<file path="src/rtl/boron_rev_key_sched.sv">
// Reverse-order BORON round-key generator: expands the 80-bit key forward to
// RK_ROUNDS, then streams RK_ROUNDS..RK_0 by undoing one schedule step per handshake.
module boron_rev_key_sched #(
    parameter int unsigned ROUNDS = 25
) (
    input  logic        clk,
    input  logic        reset,
    input  logic        start,
    input  logic [79:0] key_in,
    output logic        rk_valid,
    input  logic        rk_ready,
    output logic [63:0] round_key,
    output logic [4:0]  round_idx,
    output logic        busy,
    output logic        done
);

    localparam int unsigned KEY_W = 80;
    localparam int unsigned RK_W  = 64;
    localparam int unsigned IDX_W = 5;

    typedef enum logic [1:0] {
        S_IDLE,
        S_EXPAND,
        S_STREAM
    } state_t;

    function automatic logic [3:0] sbox(input logic [3:0] x);
        logic [3:0] y;
        case (x)
            4'h0: y = 4'hE;  4'h1: y = 4'h4;  4'h2: y = 4'hB;  4'h3: y = 4'h1;
            4'h4: y = 4'h7;  4'h5: y = 4'h9;  4'h6: y = 4'hC;  4'h7: y = 4'hA;
            4'h8: y = 4'hD;  4'h9: y = 4'h2;  4'hA: y = 4'h0;  4'hB: y = 4'hF;
            4'hC: y = 4'h8;  4'hD: y = 4'h5;  4'hE: y = 4'h3;  default: y = 4'h6;
        endcase
        return y;
    endfunction

    function automatic logic [3:0] inv_sbox(input logic [3:0] x);
        logic [3:0] y;
        case (x)
            4'h0: y = 4'hA;  4'h1: y = 4'h3;  4'h2: y = 4'h9;  4'h3: y = 4'hE;
            4'h4: y = 4'h1;  4'h5: y = 4'hD;  4'h6: y = 4'hF;  4'h7: y = 4'h4;
            4'h8: y = 4'hC;  4'h9: y = 4'h5;  4'hA: y = 4'h7;  4'hB: y = 4'h2;
            4'hC: y = 4'h6;  4'hD: y = 4'h8;  4'hE: y = 4'h0;  default: y = 4'hB;
        endcase
        return y;
    endfunction

    // Forward step: rotl 13, S-box on low nibble, round index into bits 63:59.
    function automatic logic [KEY_W-1:0] fwd_step(input logic [KEY_W-1:0] k,
                                                  input logic [IDX_W-1:0] i);
        logic [KEY_W-1:0] t;
        t         = {k[66:0], k[79:67]};
        t[3:0]    = sbox(t[3:0]);
        t[63:59]  = t[63:59] ^ i;
        return t;
    endfunction

    // Exact inverse of fwd_step, operations applied in reverse order.
    function automatic logic [KEY_W-1:0] inv_step(input logic [KEY_W-1:0] k,
                                                  input logic [IDX_W-1:0] i);
        logic [KEY_W-1:0] t;
        t         = k;
        t[63:59]  = t[63:59] ^ i;
        t[3:0]    = inv_sbox(t[3:0]);
        return {t[12:0], t[79:13]};
    endfunction

    state_t            r_state;
    logic [KEY_W-1:0]  r_key;
    logic [IDX_W-1:0]  r_cnt;
    logic [IDX_W-1:0]  r_idx;
    logic              r_valid;
    logic [RK_W-1:0]   r_round_key;
    logic              r_busy;
    logic              r_done;

    logic [KEY_W-1:0]  w_fwd;
    logic [KEY_W-1:0]  w_inv;

    assign w_fwd = fwd_step(r_key, r_cnt);
    assign w_inv = inv_step(r_key, r_idx);

    always_ff @(posedge clk) begin
        if (reset) begin
            r_state     <= S_IDLE;
            r_key       <= '0;
            r_cnt       <= '0;
            r_idx       <= '0;
            r_valid     <= 1'b0;
            r_round_key <= '0;
            r_busy      <= 1'b0;
            r_done      <= 1'b0;
        end else begin
            r_done <= 1'b0;
            case (r_state)
                S_IDLE: begin
                    if (start) begin
                        r_key   <= key_in;
                        r_cnt   <= IDX_W'(1);
                        r_busy  <= 1'b1;
                        r_state <= S_EXPAND;
                    end
                end
                S_EXPAND: begin
                    r_key <= w_fwd;
                    if (r_cnt == IDX_W'(ROUNDS)) begin
                        r_idx       <= IDX_W'(ROUNDS);
                        r_valid     <= 1'b1;
                        r_round_key <= w_fwd[RK_W-1:0];
                        r_state     <= S_STREAM;
                    end else begin
                        r_cnt <= r_cnt + IDX_W'(1);
                    end
                end
                S_STREAM: begin
                    // Outputs and key hold while the consumer stalls.
                    if (rk_ready) begin
                        if (r_idx != '0) begin
                            r_key       <= w_inv;
                            r_idx       <= r_idx - IDX_W'(1);
                            r_round_key <= w_inv[RK_W-1:0];
                        end else begin
                            r_valid     <= 1'b0;
                            r_round_key <= '0;
                            r_busy      <= 1'b0;
                            r_done      <= 1'b1;
                            r_state     <= S_IDLE;
                        end
                    end
                end
                default: begin
                    r_state <= S_IDLE;
                end
            endcase
        end
    end

    assign rk_valid  = r_valid;
    assign round_key = r_round_key;
    assign round_idx = r_idx;
    assign busy      = r_busy;
    assign done      = r_done;

endmodule

</file>
<file path="config.mk">
export PLATFORM = sky130hd
export DESIGN_NAME = boron_rev_key_sched
export DESIGN_NICKNAME = d
export VERILOG_FILES = /design/src/rtl/boron_rev_key_sched.sv
export SDC_FILE = /design/constraint.sdc
export NUM_CORES = 1
export LEC_CHECK = 0
export CAP_MARGIN = 20
export CORE_UTILIZATION = 45
export DETAILED_ROUTE_END_ITERATION = 10
export DONT_BUFFER_PORTS = 1
export PLACE_DENSITY = 0.7
export SYNTH_ARGS = -nofsm -noshare
export SYNTH_HDL_FRONTEND = slang
export SYNTH_SLANG_ARGS = --single-unit
export TNS_END_PERCENT = 10
</file>
<file path="constraint.sdc">
create_clock -name clk -period 3.7 [get_ports clk]
set_input_delay 0.37 -clock clk [delete_from_list [all_inputs] [get_ports clk]]
set_output_delay 0.37 -clock clk [all_outputs]
set_load 0.01 [all_outputs]
</file>
# [After elaboration in Yosys (flattened, before gate mapping)]
# Memories as Yosys holds them, arrays and structs flattened. A register that Yosys moved wholly into a read port is not among the register bits.
# Cells that the tools add are included.
[totals] regBits=159 romBits=128 out_inout_bits=72 elab_cells=70 mem_count=2
[classes] add_sub_neg=2 eq_ne=9 mux=31 bitwise_logic=4 reduce_logical=14
[memory_table] memory="(name not given)" words=16 width=4 read_ports=1 rd_clocked_by_memory_dff=1 write_ports=0 line="41" text="case (x)"
[memory_table] memory="(name not given)" words=16 width=4 read_ports=1 rd_clocked_by_memory_dff=1 write_ports=0 line="30" text="case (x)"
[op_table] operator="2-to-1 mux 80 bit" count=3
[op_table] operator="one-hot mux 80 bit (3 select lines)" count=1
[op_table] operator="2-to-1 mux 64 bit" count=3
[op_table] operator="one-hot mux 64 bit (2 select lines)" count=1
[op_table] operator="2-to-1 mux 5 bit" count=5
[op_table] operator="one-hot mux 5 bit (2 select lines)" count=2
[op_table] operator="AND reduction 4 bit" count=5
[op_table] operator="2-to-1 mux 4 bit" count=4
[op_table] operator="!= test 2 bit (second input constant)" count=6
[op_table] operator="bitwise XOR 5 bit" count=2
[op_table] operator="2-to-1 mux 2 bit" count=4
[op_table] operator="one-hot mux 2 bit (3 select lines)" count=1
[op_table] operator="AND reduction 3 bit" count=2
[op_table] operator="nonzero test 2 bit" count=3
[op_table] operator="adder 5 x 1 -> 5 bit (second input constant)" count=1
[op_table] operator="== test 5 bit (second input constant)" count=1
[op_table] operator="2-to-1 mux 1 bit" count=5
[op_table] operator="nonzero test 5 bit" count=1
[op_table] operator="subtractor 5 x 1 -> 5 bit (second input constant)" count=1
[op_table] operator="one-hot mux 1 bit (2 select lines)" count=2
[op_table] operator="nonzero test 3 bit" count=1
[op_table] operator="OR reduction 3 bit" count=1
[op_table] operator="== test 2 x 1 -> 1 bit (second input constant)" count=1
[op_table] operator="== test 2 bit (second input constant)" count=1
[op_table] operator="2 further kinds" count=3

# [Logic depth before layout (Yosys ltp)]
[logic_depth] word_depth=6 ltp_mapped=13 ltp_nobuf=11

# [Worst setup path after synthesis]
# No wires, ideal clock.
[synth_path] path_type="register -> register" from="register r_idx[0], in the netlist round_idx[0]" to="register w_inv[70] (netlist name)" setup_time_ns=0.134 arrival_ns=2.710 required_ns=3.566 slack_ns=0.856 path_stages_with_launch=10 cell_sequence="dfxtp_1 -> inv_1 -> ha_1 -> or4b_4 -> o2111ai_4 -> nand2_1 -> a21oi_1 -> inv_1 -> ha_1 -> mux4_2"
[synth_via] elab_chain_cells=5
[synth_rtl] item="start: declaration" line="73" text="logic [IDX_W-1:0] r_idx;"
[synth_rtl] item="start signal: assignment" line="109" text="r_idx <= IDX_W'(ROUNDS);"
[synth_rtl] item="start signal: assignment" line="122" text="r_idx <= r_idx - IDX_W'(1);"
[synth_rtl] item="nonzero test 5 bit" line="120" text="if (r_idx != '0) begin"
[synth_rtl] item="!= test 2 bit (no line)"
[synth_rtl] item="AND reduction 4 bit (no line)"
[synth_rtl] item="2-to-1 mux 4 bit (no line) (2 in series)"
# Every way passes these cells.
# A chain may end at the register's enable or synchronous reset.

# [Worst setup path after layout]
[layout_path] from="register r_idx[0], in the netlist round_idx[0]" to="register w_inv[70] (netlist name)"
[layout_via] elab_chain_cells=5
[layout_rtl] item="nonzero test 5 bit" line="120"
[layout_rtl] item="!= test 2 bit (no line)"
[layout_rtl] item="AND reduction 4 bit (no line)"
[layout_rtl] item="2-to-1 mux 4 bit (no line) (2 in series)"
# Every way passes these cells.

==> flow_summary.json <==
{
  "drive_above_1_share_pct": 7.20,
  "power.density_mw_per_mm2": 902,
  "reg2regPathDepth": 9,
  "worstSetupPathType": "reg2reg",
  "report.power.total_w": 0.00806,
  "cp_data_arrival_time_ns": 3.51,
  "reg2reg_slack_ns": 0.49,
  "drc": 0,
  "coreArea_mm2": 0.0180,
  "die-area_mm2": 0.0189,
  "multi_input_area_mm2": 0.00448,
  "syn_nets": 1164,
  "r2r_start": "round_idx[0]",
  "grt_overflow": 0,
  "die_w_um": 137,
  "ant_nets": 0,
  "port_buffers": 0,
  "std_cell_rows": 49,
  "cp.required_ns": 4.01,
  "vias_per_cell": 6.29,
  "yosys.area.top_type_share_pct": 40.5,
  "critPathSlowestCell": "or4b_4",
  "ir_worst_vdd_mv": 0.489,
  "grt_pass1_vias": 6991,
  "initial_utilization_pct": 45.9,
  "synth-seq-cells": 167,
  "cts_setup_buffers": 0,
  "cts.clk_slew.worst_paths_ns": 0.07,
  "drv_slew": 0,
  "hold_viol": 0,
  "synth_area_leader_cell": "dfxtp_1",
  "crit_path_max_fanout": 12,
  "cp-start-kind": "flop",
  "clkSinkCount": 167,
  "r2r_end": "w_inv[70]",
  "hold_buffers": 0,
  "synth_cell_type_count": 42,
  "cts_buffer_depth": 2,
  "vias": 7825,
  "drt_iter0_markers": 946,
  "synth_warnings": 0,
  "rsz0062_at_grt": "false",
  "yosysSeqAreaShare_pct": 40.5,
  "path_cells": "inv_1 > ha_1 > or4b_4 > o2111ai_4 > nand2_1 > a21oi_1 > inv_1 > ha_1 > mux4_2",
  "synth_edf_count": 0,
  "finClkSkew_ns": 0.00969,
  "maxCapViolations": 0,
  "ios": 156,
  "tns_ns": 0,
  "worst_pin_slew_ns": 1.08,
  "crit_path_max_incr_delay_ns": 0.51,
  "netlist_top_cells_count": "nand2_1, dfxtp_1, a21oi_1",
  "place_hpwl_um": 17800,
  "synth_area_mm2": 0.00825,
  "wire_per_inst_um": 21.9,
  "cts_tree": "built",
  "max_freq_mhz": 312,
  "synth.area.top_cells": "dfxtp_1, nand2_1, a22oi_1, o211ai_1, a21oi_1",
  "slew-limit-headroom_pct": 27.7,
  "async_flop_share_pct": 0,
  "grt_max_degree": 165,
  "end_kind": "flop",
  "setup_violations": 0,
  "drtPass1Iterations": 6,
  "insertion_delay_ns": 0.44,
  "htreeDepth": 4,
  "p_leak_nw": 2.91,
  "period_needed_ns": 3.21,
  "fin_nets": 1104,
  "antenna_found_initial": 0,
  "synth_area_per_cell_um2": 7.77,
  "outcome": "complete, no violations",
  "hold_depth": 1,
  "area_growth_pct": 8.42,
  "synth_cells": 1061,
  "hp-class": "in2reg",
  "track_usage_pct": 29.1,
  "n_fill_cell": 1690,
  "regArea_mm2": 0.00334,
  "min_from": "reset",
  "cts_buffers": 17,
  "ys.flop_type": "dfxtp_1",
  "post_cts_resized": 0,
  "hold_end": "r_key[55]",
  "clockRootBuffer": "clkbuf_16",
  "synthMostInstantiatedCell": "nand2_1",
  "finalWirelength_um": 27300,
  "period_share_pct": 86.7,
  "fp.dieH_um": 137,
  "grt_pass1_wl_um": 41200,
  "place_congestion": 0.875
}
==> sequential cells by signal, indices dropped and copies added, names as in the netlist <==
register   count
r_key         80
round_key     64
r_cnt          5
round_idx      5
w_fwd          4
w_inv          4
r_state        2
busy           1
done           1
rk_valid       1
==> per-layer routing <==
layer | wire (um) | up-vias | GRT usage [%]
met5 | 0 | - | 0
met4 | 880 | 0 | 11.4
met3 | 2570 | 54 | 7.84
met2 | 12700 | 363 | 45.7
met1 | 11200 | 3743 | 37.7
li1 | - | 3665 | -
==> cells by family (layout without fill, tap and decap cells) <==
group | Yosys count | count (layout) | share of synthesized area (%)
AO/OA/AOI/OAI | 318 | 318 | 26.1
XOR/XNOR | 17 | 17 | 1.81
adder cells (fa/ha/maj) | 19 | 19 | 2.88
buffers and inverters | 120 | 73 | 5.67
flip-flops | 167 | 167 | 40.5
multiplexers | 18 | 18 | 2.87
other | 0 | 1 | 0
AND/OR/NAND/NOR | 402 | 402 | 20.2
==> per-stage QoR <==
stage | area, um^2 | utilization (%) | setup slack (ns) | std cells | hold WS [ns]
6_report | 8940 | 49.8 | 0.492 | 1244 | 0.0739
5_1_grt | 8940 | 49.8 | 0.242 | 1243 | 0.0320
4_1_cts | 8920 | 49.6 | 0.500 | 1242 | 0.0142
3_5_place_dp | 8340 | 46.4 | 0.511 | 1210 | 0.462
3_3_place_gp | 8340 | 46.4 | 0.577 | 1210 | 0.450
2_1_floorplan | 8250 | - | 0.856 | 1061 | 0.446
==> placed cells by master (no fill, tap or decap), types with 4 or more instances in the layout <==
| cell type | instances |
|---|---|
| inv_1 | 22 |
| buf_4 | 17 |
| xor2_1 | 16 |
| mux4_2 | 4 |
| nor2b_1 | 7 |
| nor3_1 | 10 |
| nand3_1 | 61 |
| o211ai_1 | 68 |
| nor2_1 | 35 |
| mux2i_1 | 9 |
| a22oi_1 | 75 |
| dfxtp_1 | 167 |
| clkbuf_16 | 17 |
| nand2_1 | 275 |
| ha_1 | 16 |
| a311o_1 | 5 |
| mux2_2 | 5 |
| a31oi_1 | 59 |
| a211oi_1 | 9 |
| a21oi_1 | 83 |
| a221oi_1 | 5 |
==> worst max-delay path, delay by kind of cell, from the launching register on <==
family	cells	cell delay, ns
AND/OR/NAND/NOR	2	0.64
buffers and inverters	2	0.29
AO/OA/AOI/OAI	2	0.82
flip-flops	1	0.38
multiplexers	1	0.45
adder cells (fa/ha/maj)	2	0.50
==> worst max path at each step <==
stage                      start   endpoint  slack [ns]  cells after the start
floorplan           round_idx[0]  w_inv[70]        0.86                      9
global placement    round_idx[0]  w_inv[70]        0.58                      9
detailed placement  round_idx[0]  w_inv[70]        0.51                      9
CTS                 round_idx[0]  w_inv[70]        0.50                      9
global route        round_idx[0]  w_inv[70]        0.24                      9
finish              round_idx[0]  w_inv[70]        0.49                      9
==> cell type report <==
| cell class | count | area share, % |
|---|---|---|
| multi-input combinational | 774 | 50.1 |
| sequential | 167 | 37.4 |
| clock buffer | 21 | 5.26 |
| tap | 229 | 3.20 |
| timing repair buffer | 19 | 1.88 |
| clock inverter | 11 | 1.26 |
| inverter | 22 | 0.924 |
| antenna | 1 | 0.0280 |
==> where the power goes <==
group / total, W / internal (W) / leakage, nW / switching [W]
Combinational: 0.00323 / 0.00117 / 1.26 / 0.00207
Clock: 0.00178 / 0.000993 / 0.279 / 0.000787
Sequential: 0.00305 / 0.00231 / 1.37 / 0.000742
Total: 0.00806 / 0.00447 / 2.91 / 0.00360
Power figures use the tool's default switching activity.
